**config.mk**
```make
export PLATFORM = sky130hd
export DESIGN_NAME = heartbeat_sequencer
export DESIGN_NICKNAME = d
export VERILOG_FILES = /design/src/rtl/heartbeat_pkg.sv /design/src/rtl/key_debouncer.sv /design/src/rtl/heartbeat_sequencer.sv
export SDC_FILE = /design/constraint.sdc
export NUM_CORES = 1
export LEC_CHECK = 0
export ABC_AREA = 1
export CAP_MARGIN = 20
export CORE_ASPECT_RATIO = 1.4
export CORE_MARGIN = 5
export CORE_UTILIZATION = 50
export CTS_CLUSTER_SIZE = 8
export DETAILED_ROUTE_END_ITERATION = 6
export PLACE_DENSITY = 0.71
export SETUP_SLACK_MARGIN = 0.5
export SYNTH_ARGS = -nofsm -noshare
export SYNTH_HDL_FRONTEND = slang
export SYNTH_SLANG_ARGS = --single-unit
```
**constraint.sdc**
```tcl
create_clock -name CLOCK_50 -period 1.7 [get_ports CLOCK_50]
set_input_delay 0.255 -clock CLOCK_50 [delete_from_list [all_inputs] [get_ports CLOCK_50]]
set_output_delay 0.255 -clock CLOCK_50 [all_outputs]
set_load 0.01 [all_outputs]
```
**src/rtl/heartbeat_pkg.sv**
```systemverilog
// Shared types and constants for the heartbeat LED sequencer.
// Holds the beat-phase encoding, phase lengths and LEDR field positions.
package heartbeat_pkg;

    typedef enum logic [2:0] {
        StIdle  = 3'd0,
        StBeat1 = 3'd1,
        StGap   = 3'd2,
        StBeat2 = 3'd3,
        StRest  = 3'd4
    } hb_state_e;

    localparam int unsigned BEAT_TICKS = 8;
    localparam int unsigned GAP_TICKS  = 12;
    localparam int unsigned REST_UNIT  = 16;
    localparam logic [2:0]  RATE_RESET = 3'd3;

    localparam int unsigned LED_BEAT     = 0;
    localparam int unsigned LED_RATE_LO  = 2;
    localparam int unsigned LED_RATE_HI  = 4;
    localparam int unsigned LED_PAUSED   = 5;
    localparam int unsigned LED_STATE_LO = 6;
    localparam int unsigned LED_STATE_HI = 8;
    localparam int unsigned LED_TICK     = 9;

    localparam logic [9:0] LEDR_RESET = 10'b00_0000_1100;

    // Last phase-counter value of REST: 16*(8-rate)-1, i.e. 127 at rate 0 down to 15 at rate 7.
    function automatic logic [6:0] rest_last(input logic [2:0] rate);
        logic [7:0] len;
        len = 8'(REST_UNIT) * (8'd8 - {5'd0, rate});
        return 7'(len - 8'd1);
    endfunction

endpackage

```
**src/rtl/key_debouncer.sv**
```systemverilog
// Push-button conditioner: 2-FF synchroniser, tick-sampled stability counter and
// a one-cycle press pulse on the debounced falling edge.
module key_debouncer
    import heartbeat_pkg::*;
#(
    parameter int unsigned DEB_TICKS = 2
) (
    input  logic CLOCK_50,
    input  logic reset_n,
    input  logic tick,
    input  logic key_in,
    output logic level,
    output logic press
);

    localparam int unsigned CntW = $clog2(DEB_TICKS + 1);

    logic            sync1_q, sync2_q;
    logic [CntW-1:0] cnt_q, cnt_d;
    logic            level_q, level_d;
    logic            press_q, press_d;

    always_comb begin
        cnt_d   = cnt_q;
        level_d = level_q;
        press_d = 1'b0;
        if (sync2_q == level_q) begin
            cnt_d = '0;
        end else if (tick) begin
            if (cnt_q == CntW'(DEB_TICKS - 1)) begin
                cnt_d   = '0;
                level_d = sync2_q;
                press_d = level_q;
            end else begin
                cnt_d = cnt_q + CntW'(1);
            end
        end
    end

    always_ff @(posedge CLOCK_50 or negedge reset_n) begin
        if (!reset_n) begin
            sync1_q <= 1'b1;
            sync2_q <= 1'b1;
            cnt_q   <= '0;
            level_q <= 1'b1;
            press_q <= 1'b0;
        end else begin
            sync1_q <= key_in;
            sync2_q <= sync1_q;
            cnt_q   <= cnt_d;
            level_q <= level_d;
            press_q <= press_d;
        end
    end

    assign level = level_q;
    assign press = press_q;

endmodule

```
**src/rtl/heartbeat_sequencer.sv**
```systemverilog
// DE1-SoC heartbeat LED controller: prescaler, key-driven rate/pause and the
// four-phase lub-dub sequence, all reported on a fully registered LEDR.
module heartbeat_sequencer
    import heartbeat_pkg::*;
#(
    parameter int unsigned TICK_DIV  = 500000,
    parameter int unsigned DEB_TICKS = 2
) (
    input  logic       CLOCK_50,
    input  logic [3:0] KEY,
    output logic [9:0] LEDR
);

    localparam int unsigned DivW = (TICK_DIV > 1) ? $clog2(TICK_DIV) : 1;

    logic            rst_n;
    logic [DivW-1:0] div_q, div_d;
    logic            tick;
    logic [2:0]      key_level, key_press;
    logic            up_evt, dn_evt, pause_evt;
    logic [2:0]      rate_q, rate_d;
    logic            paused_q, paused_d;
    hb_state_e       state_q, state_d;
    logic [6:0]      phase_q, phase_d, phase_last;
    logic [6:0]      rest_last_q, rest_last_d;
    logic            run;
    logic [9:0]      ledr_q, ledr_d;

    assign rst_n = KEY[0];

    assign tick  = (div_q == DivW'(TICK_DIV - 1));
    assign div_d = tick ? '0 : div_q + DivW'(1);

    key_debouncer #(.DEB_TICKS(DEB_TICKS)) u_key_up (
        .CLOCK_50 (CLOCK_50),
        .reset_n  (rst_n),
        .tick     (tick),
        .key_in   (KEY[1]),
        .level    (key_level[0]),
        .press    (key_press[0])
    );

    key_debouncer #(.DEB_TICKS(DEB_TICKS)) u_key_down (
        .CLOCK_50 (CLOCK_50),
        .reset_n  (rst_n),
        .tick     (tick),
        .key_in   (KEY[2]),
        .level    (key_level[1]),
        .press    (key_press[1])
    );

    key_debouncer #(.DEB_TICKS(DEB_TICKS)) u_key_pause (
        .CLOCK_50 (CLOCK_50),
        .reset_n  (rst_n),
        .tick     (tick),
        .key_in   (KEY[3]),
        .level    (key_level[2]),
        .press    (key_press[2])
    );

    // A press always coincides with a low debounced level; the AND just keeps both in use.
    assign up_evt    = key_press[0] & ~key_level[0];
    assign dn_evt    = key_press[1] & ~key_level[1];
    assign pause_evt = key_press[2] & ~key_level[2];

    always_comb begin
        rate_d = rate_q;
        if (up_evt && !dn_evt && (rate_q != 3'd7)) begin
            rate_d = rate_q + 3'd1;
        end else if (dn_evt && !up_evt && (rate_q != 3'd0)) begin
            rate_d = rate_q - 3'd1;
        end
    end

    assign paused_d = paused_q ^ pause_evt;
    assign run      = tick & ~paused_d;

    always_comb begin
        phase_last = '0;
        case (state_q)
            StBeat1: phase_last = 7'(BEAT_TICKS - 1);
            StGap:   phase_last = 7'(GAP_TICKS - 1);
            StBeat2: phase_last = 7'(BEAT_TICKS - 1);
            StRest:  phase_last = rest_last_q;
            default: phase_last = '0;
        endcase
    end

    always_comb begin
        state_d     = state_q;
        phase_d     = phase_q;
        rest_last_d = rest_last_q;
        case (state_q)
            StIdle, StBeat1, StGap, StBeat2, StRest: begin
                if (run) begin
                    if (phase_q == phase_last) begin
                        phase_d = '0;
                        case (state_q)
                            StIdle:  state_d = StBeat1;
                            StBeat1: state_d = StGap;
                            StGap:   state_d = StBeat2;
                            StBeat2: begin
                                state_d     = StRest;
                                rest_last_d = rest_last(rate_q);
                            end
                            default: state_d = StBeat1;
                        endcase
                    end else begin
                        phase_d = phase_q + 7'd1;
                    end
                end
            end
            default: begin
                state_d = StIdle;
                phase_d = '0;
            end
        endcase
    end

    always_comb begin
        ledr_d = '0;
        ledr_d[LED_BEAT]                  = (state_d == StBeat1) || (state_d == StBeat2);
        ledr_d[LED_RATE_HI:LED_RATE_LO]   = rate_d;
        ledr_d[LED_PAUSED]                = paused_d;
        ledr_d[LED_STATE_HI:LED_STATE_LO] = state_d;
        ledr_d[LED_TICK]                  = ledr_q[LED_TICK] ^ tick;
    end

    always_ff @(posedge CLOCK_50 or negedge rst_n) begin
        if (!rst_n) begin
            div_q       <= '0;
            rate_q      <= RATE_RESET;
            paused_q    <= 1'b0;
            state_q     <= StIdle;
            phase_q     <= '0;
            rest_last_q <= '0;
            ledr_q      <= LEDR_RESET;
        end else begin
            div_q       <= div_d;
            rate_q      <= rate_d;
            paused_q    <= paused_d;
            state_q     <= state_d;
            phase_q     <= phase_d;
            rest_last_q <= rest_last_d;
            ledr_q      <= ledr_d;
        end
    end

    assign LEDR = ledr_q;

endmodule

```
== Yosys cells after proc, flatten, opt, wreduce, memory -nomap -nowiden ==
Index checks and enable logic that the tools add are counted.
Storage, ports and cells
  flip-flop bits (word level): 67
  latch bits: 0
  bits in writable memories: 0
  bits in read-only memories: 0
  input port bits: 5
  output and inout port bits: 10
  logic and storage cells: 107
  memories: 0
Cells by class
  add/sub/neg operators: 9
  multipliers: 0
  div/mod/pow operators: 0
  order comparisons: 0
  equal/unequal tests: 16
  shift operators: 0
  mux-type cells: 29
  bitwise gates (word level): 13
  reductions and logical operators: 18
Operators with widths (count)
  $mux W7: 3
  $pmux W7 S3: 1
  $add A19 B1 Y19 const B: 1
  $eq A19 B19 Y1 const B: 1
  $mux W19: 1
  $mux W2: 9
  $mux W3: 5
  $eq A3 B2 Y1 const B: 3
  $mux W1: 9
  $pmux W3 S3: 1
  $reduce_and A3 Y1: 3
  $add A7 B1 Y7 const B: 1
  $eq A7 B7 Y1: 1
  $not A1 Y1: 7
  $sub A7 B1 Y7 const B: 1
  $add A2 B1 Y2 const B: 3
  $eq A2 B1 Y1 const B: 3
  $eq A3 B1 Y1 const B: 2
  $reduce_bool A2 Y1: 3
  $reduce_or A5 Y1: 1
  $and A1 B1 Y1: 4
  $logic_and A1 B1 Y1: 4
  $reduce_and A4 Y1: 1
  $add A3 B1 Y3 const B: 1
  other kinds (12): 16

== Logic depth before layout (Yosys ltp) ==
  depth in word-level cells: 9
  depth in mapped cells: 11
  depth with buffers taken out: 11

== Hierarchy ==
Synthesis repeated with hierarchy kept, for this count alone.
Unflattened totals
  cells, all modules: 359
  area, all modules: 3034.2 µm²
By module, submodules not included
  heartbeat_sequencer: times used 1, cells each 290, area an instance 2321.0 µm², seq. area each 978.4 µm²
  key_debouncer: times used 3, cells each 23, area an instance 237.7 µm², seq. area each 153.9 µm²

== Worst setup path after synthesis ==
OpenSTA, ideal clock, no wires.
  kind: register -> register
  start: reg div_q[0]
  end: reg rest_last_q[4]
  library setup time: 0.124 ns
  arrival: 1.564 ns
  required time: 1.576 ns
  setup slack: 0.012 ns
  cell stages (with the launch flop): 11
  buffers on the path: 0
  period minus slack after synthesis: 1.688 ns
  cell sequence: dfrtp_1 -> ha_1 -> nand2_2 -> nor2_2 -> inv_2 -> nor2_4 -> nand3_4 -> nor2_8 -> nand4_4 -> nand2_1 -> o21ai_1
On the way
  cells in the longest elaborated chain, start to end: 3
RTL lines
  start: declaration: RTL line heartbeat_sequencer.sv:17  | logic [DivW-1:0] div_q, div_d;
  start signal: assignment: RTL line heartbeat_sequencer.sv:139  | div_q <= div_d;
  $eq A19 B19 Y1: RTL line heartbeat_sequencer.sv:31  | assign tick = (div_q == DivW'(TICK_DIV - 1));
  $and A1 B1 Y1: RTL line heartbeat_sequencer.sv:76  | assign run = tick & ~paused_d;
  $reduce_and A4 Y1 (no source line)
  end signal: assignment: RTL line heartbeat_sequencer.sv:144  | rest_last_q <= rest_last_d;
  end: declaration: RTL line heartbeat_sequencer.sv:25  | logic [6:0] rest_last_q, rest_last_d;
No other way between the ends.
A chain may end at the register's enable or synchronous reset.

== Final worst setup path ==
  start: reg div_q[5]
  end: reg div_q[0]
On the way
  cells in the longest elaborated chain, start to end: 2
RTL lines
  $eq A19 B19 Y1: RTL line heartbeat_sequencer.sv:31
  $mux W19: RTL line heartbeat_sequencer.sv:32  | assign div_d = tick ? '0 : div_q + DivW'(1);
  via div_d[0]: RTL line heartbeat_sequencer.sv:17
The timed path passes the listed nets, and every way through them passes these cells.

==> metrics.txt <==
status finished with violations; failing checks negative setup slack; Synth cell types 39; DRT Wirelength 8020 µm; CP startpoint kind flip-flop; cells along the critical path inv_2 -> nand3_1 -> nor2_4 -> nand3_4 -> buf_8 -> clkinvlp_4 -> buf_6 -> nor2_1; Core ar. 5860 µm²; Synth Area in Adders 0.0249; synth top area cells dfrtp_1, dfstp_2, nand2_1; P per Cell Area 635 nW/µm²; compound-cell area share of the yosys netlist 0.0713; Yosys warnings 0; grt met1 use 0.226; die width 75.6 µm; IO buf count 13; WL per Instance 16.5 µm; Synth Instances 346; RSZ-0062 raised after global routing true; max_slew headroom 0.616; Leak Pwr 1.95 nW; initial antenna violation count 0; Core Util, Final 0.733; largest family of logic cells by synthesized area simple AND/OR/NAND/NOR gates; fin crit share 1.02; grt ovf 0; share of synthesized flip-flops with an asynchronous set or reset 1.00; Clk pwr share 0.477; met3 Use GR 0.0443; Final ANT Viol Nets 0; Clock Pin Slew Worst Setup and Hold Paths 70 ps; Clock Path Buffers 2; syn_area_per_cell 8.72 µm²; CTS sink cnt 57; Crit path max-delay family buffers and inverters; DR iter-0 viols 132; gpl congestion 0.931; Slew @ Worst Pin 572 ps; Hold Vio Cnt, Final 0; Hold Crit Class primary input to flip-flop; mux contribution to synthesized area 0; Post-Syn Area 3020 µm²; FMAX 578 MHz; row cnt 33; CP required 1930 ps; Final Skew 12.6 ps; Antenna Cells 0; Gate power share 0.020; Remaining DRCs 0; Pins Over Slew Limit 0; Tmin final 1730 ps; slowest CP cell dfrtp_2; sum of buffers and inverters on the critical path 4; layout cells sized above 1 0.454; register bit count reported by yosys 57; NetSw 0.593 mW; hpwl dp 4570 µm; clock root cell clkbuf_8; area leader, netlist dfrtp_1; die area 7710 µm²; I/O pins 15; worst hold margin 318 ps; first-pass GRT wire length 11700 µm; P_int 2.14 mW; vias in the first global route 2570; main flop type after synthesis dfrtp_1; number of synthesized flops with an enable pin 0; Max Cap Viol 0; largest net degree at the start of global routing 58; peak supply drop 526 µV; met2 usage 0.349; die height 102 µm; area delta synth->final 42.6%; critical path type flip-flop to flip-flop; CTS Buf Count 9; CP endpoint kind flip-flop; H-tree levels 3; Synth top area share 0.382; Finished Layout Cells 486; Post-Synth XOR/XNOR Area 0.0689; Synth Net Count 357; GRT Max-Usage Layer met2; Finish-stage setup viols 8; highest cell delay on the worst timing path 470 ps; routed vias/inst 5.55; Seq/Total Area, Yosys 0.477; sequential group share of total power 0.504; post-place setup slack -4.17 ps; Sw Share 0.217; final net count 422; drt pass-1 iters 5; worst skew pair latency 340 ps; CP max FO 7; overall routing resource usage 0.199; DR vias 2697; Placed Instances 443; Starting Density 0.515; simple-gate share of the synthesized area 0.282; setup slack after layout -31.6 ps; CTS tree built; Worst EP arrival 1960 ps
[worst register-to-register path, delay by kind of cell (launching register included)]
kind | cells | cell delay (ps)
simple gates | 4 | 540
flops | 1 | 470
buf+inv | 4 | 630
[worst paths after layout]
| kind | cells after the start | start | endpoint | slack (ps) |
|---|---|---|---|---|
| worst max-delay path | 8 | div_q[5] | div_q[0] | -30 |
| worst min-delay path | 1 | KEY[3] | u_key_pause.sync1_q | 320 |
| worst max register to register | 8 | div_q[5] | div_q[0] | -30 |
| worst min register to register | 0 | u_key_down.sync1_q | u_key_down.sync2_q | 350 |
| max in group asynchronous | 3 | KEY[0] | u_key_pause.sync2_q | 950 |
| min in group asynchronous | 3 | KEY[0] | rest_last_q[3] | 440 |
[synth_stat cells (all sizes together) (3+ instances only)]
cell,count
nand2,64
ha,6
xnor2,7
nand4,13
a211oi,3
o21ai,19
a21oi,10
dfstp,11
nor2,32
nor3,13
inv,48
xor2,15
nand3,36
buf,5
nor4,9
dfrtp,46
[power by group through the flow]
stage / Combinational (mW) / Sequential, mW / Clock (mW)
finish: 0.0541 / 1.38 / 1.30
global route: 0.0618 / 1.38 / 1.38
CTS: 0.0546 / 1.37 / 1.31
detailed placement: 0.0499 / 1.40 / 0
global placement: 0.0497 / 1.40 / 0
floorplan: 0.00912 / 1.40 / 0
[through the flow]
stage          cell area [µm²]  power, mW  setup TNS, ps
2_1_floorplan             3080       1.41              0
3_3_place_gp              3410       1.45              0
3_5_place_dp              3410       1.45          -4.50
4_1_cts                   3870       2.74              0
5_1_grt                   4300       2.81          -2030
6_report                  4300       2.73           -100
[final cells by class]
type	count	area [µm²]
Clock buffer	13	159
Inverter	50	194
Multi-Input combinational cell	234	1830
Timing Repair Buffer	59	538
Tap cell	70	87.6
Clock inverter	3	40.0
Fill cell	385	1560
Sequential cell	57	1450
[placed cells by master, fill, tap and decap left out, types with 6 or more instances in the layout]
master	count
nand2_1	54
dfrtp_1	39
inv_1	36
buf_4	28
nand3_1	18
buf_6	18
nor2_1	14
xor2_1	14
o21ai_1	14
nand3_2	13
inv_2	11
nor2_4	11
nand4_1	11
clkbuf_8	11
dfstp_2	11
nand2_2	8
dfrtp_2	7
a21oi_2	7
nor2_2	6
nor3_4	6
[state kept, by name (all words and copies together), names as in the netlist, 2 cells and up]
register and cells:
u_key_down.cnt_q 2, LEDR 5, rest_last_q 4, state_q 2, u_key_up.cnt_q 2, div_q 19, u_key_pause.cnt_q 2, phase_q 7
rate_q 2
[cells by family (layout without fill, tap and decap cells)]
group,Yosys count,count (layout)
compound gates,37,37
xor+xnor,22,22
fa+ha+maj,6,6
buf+inv,55,125
flops,57,57
other cells,1,1
simple gates,168,168
[per-layer routing]
layer,up-vias,share of wire
met1,1341,0.38
li1,1279,-
met2,59,0.56
met5,-,0
met3,18,0.038
met4,0,0.020
[timing repair]
item,4_1_cts,5_1_grt
setup buffers,16,10
pin swaps,17,14
hold buffers,1,0
gates resized for setup,63,93
setup endpoints to repair,58,56
hold endpoints to repair,46,0
Power figures use the tool's default switching activity.
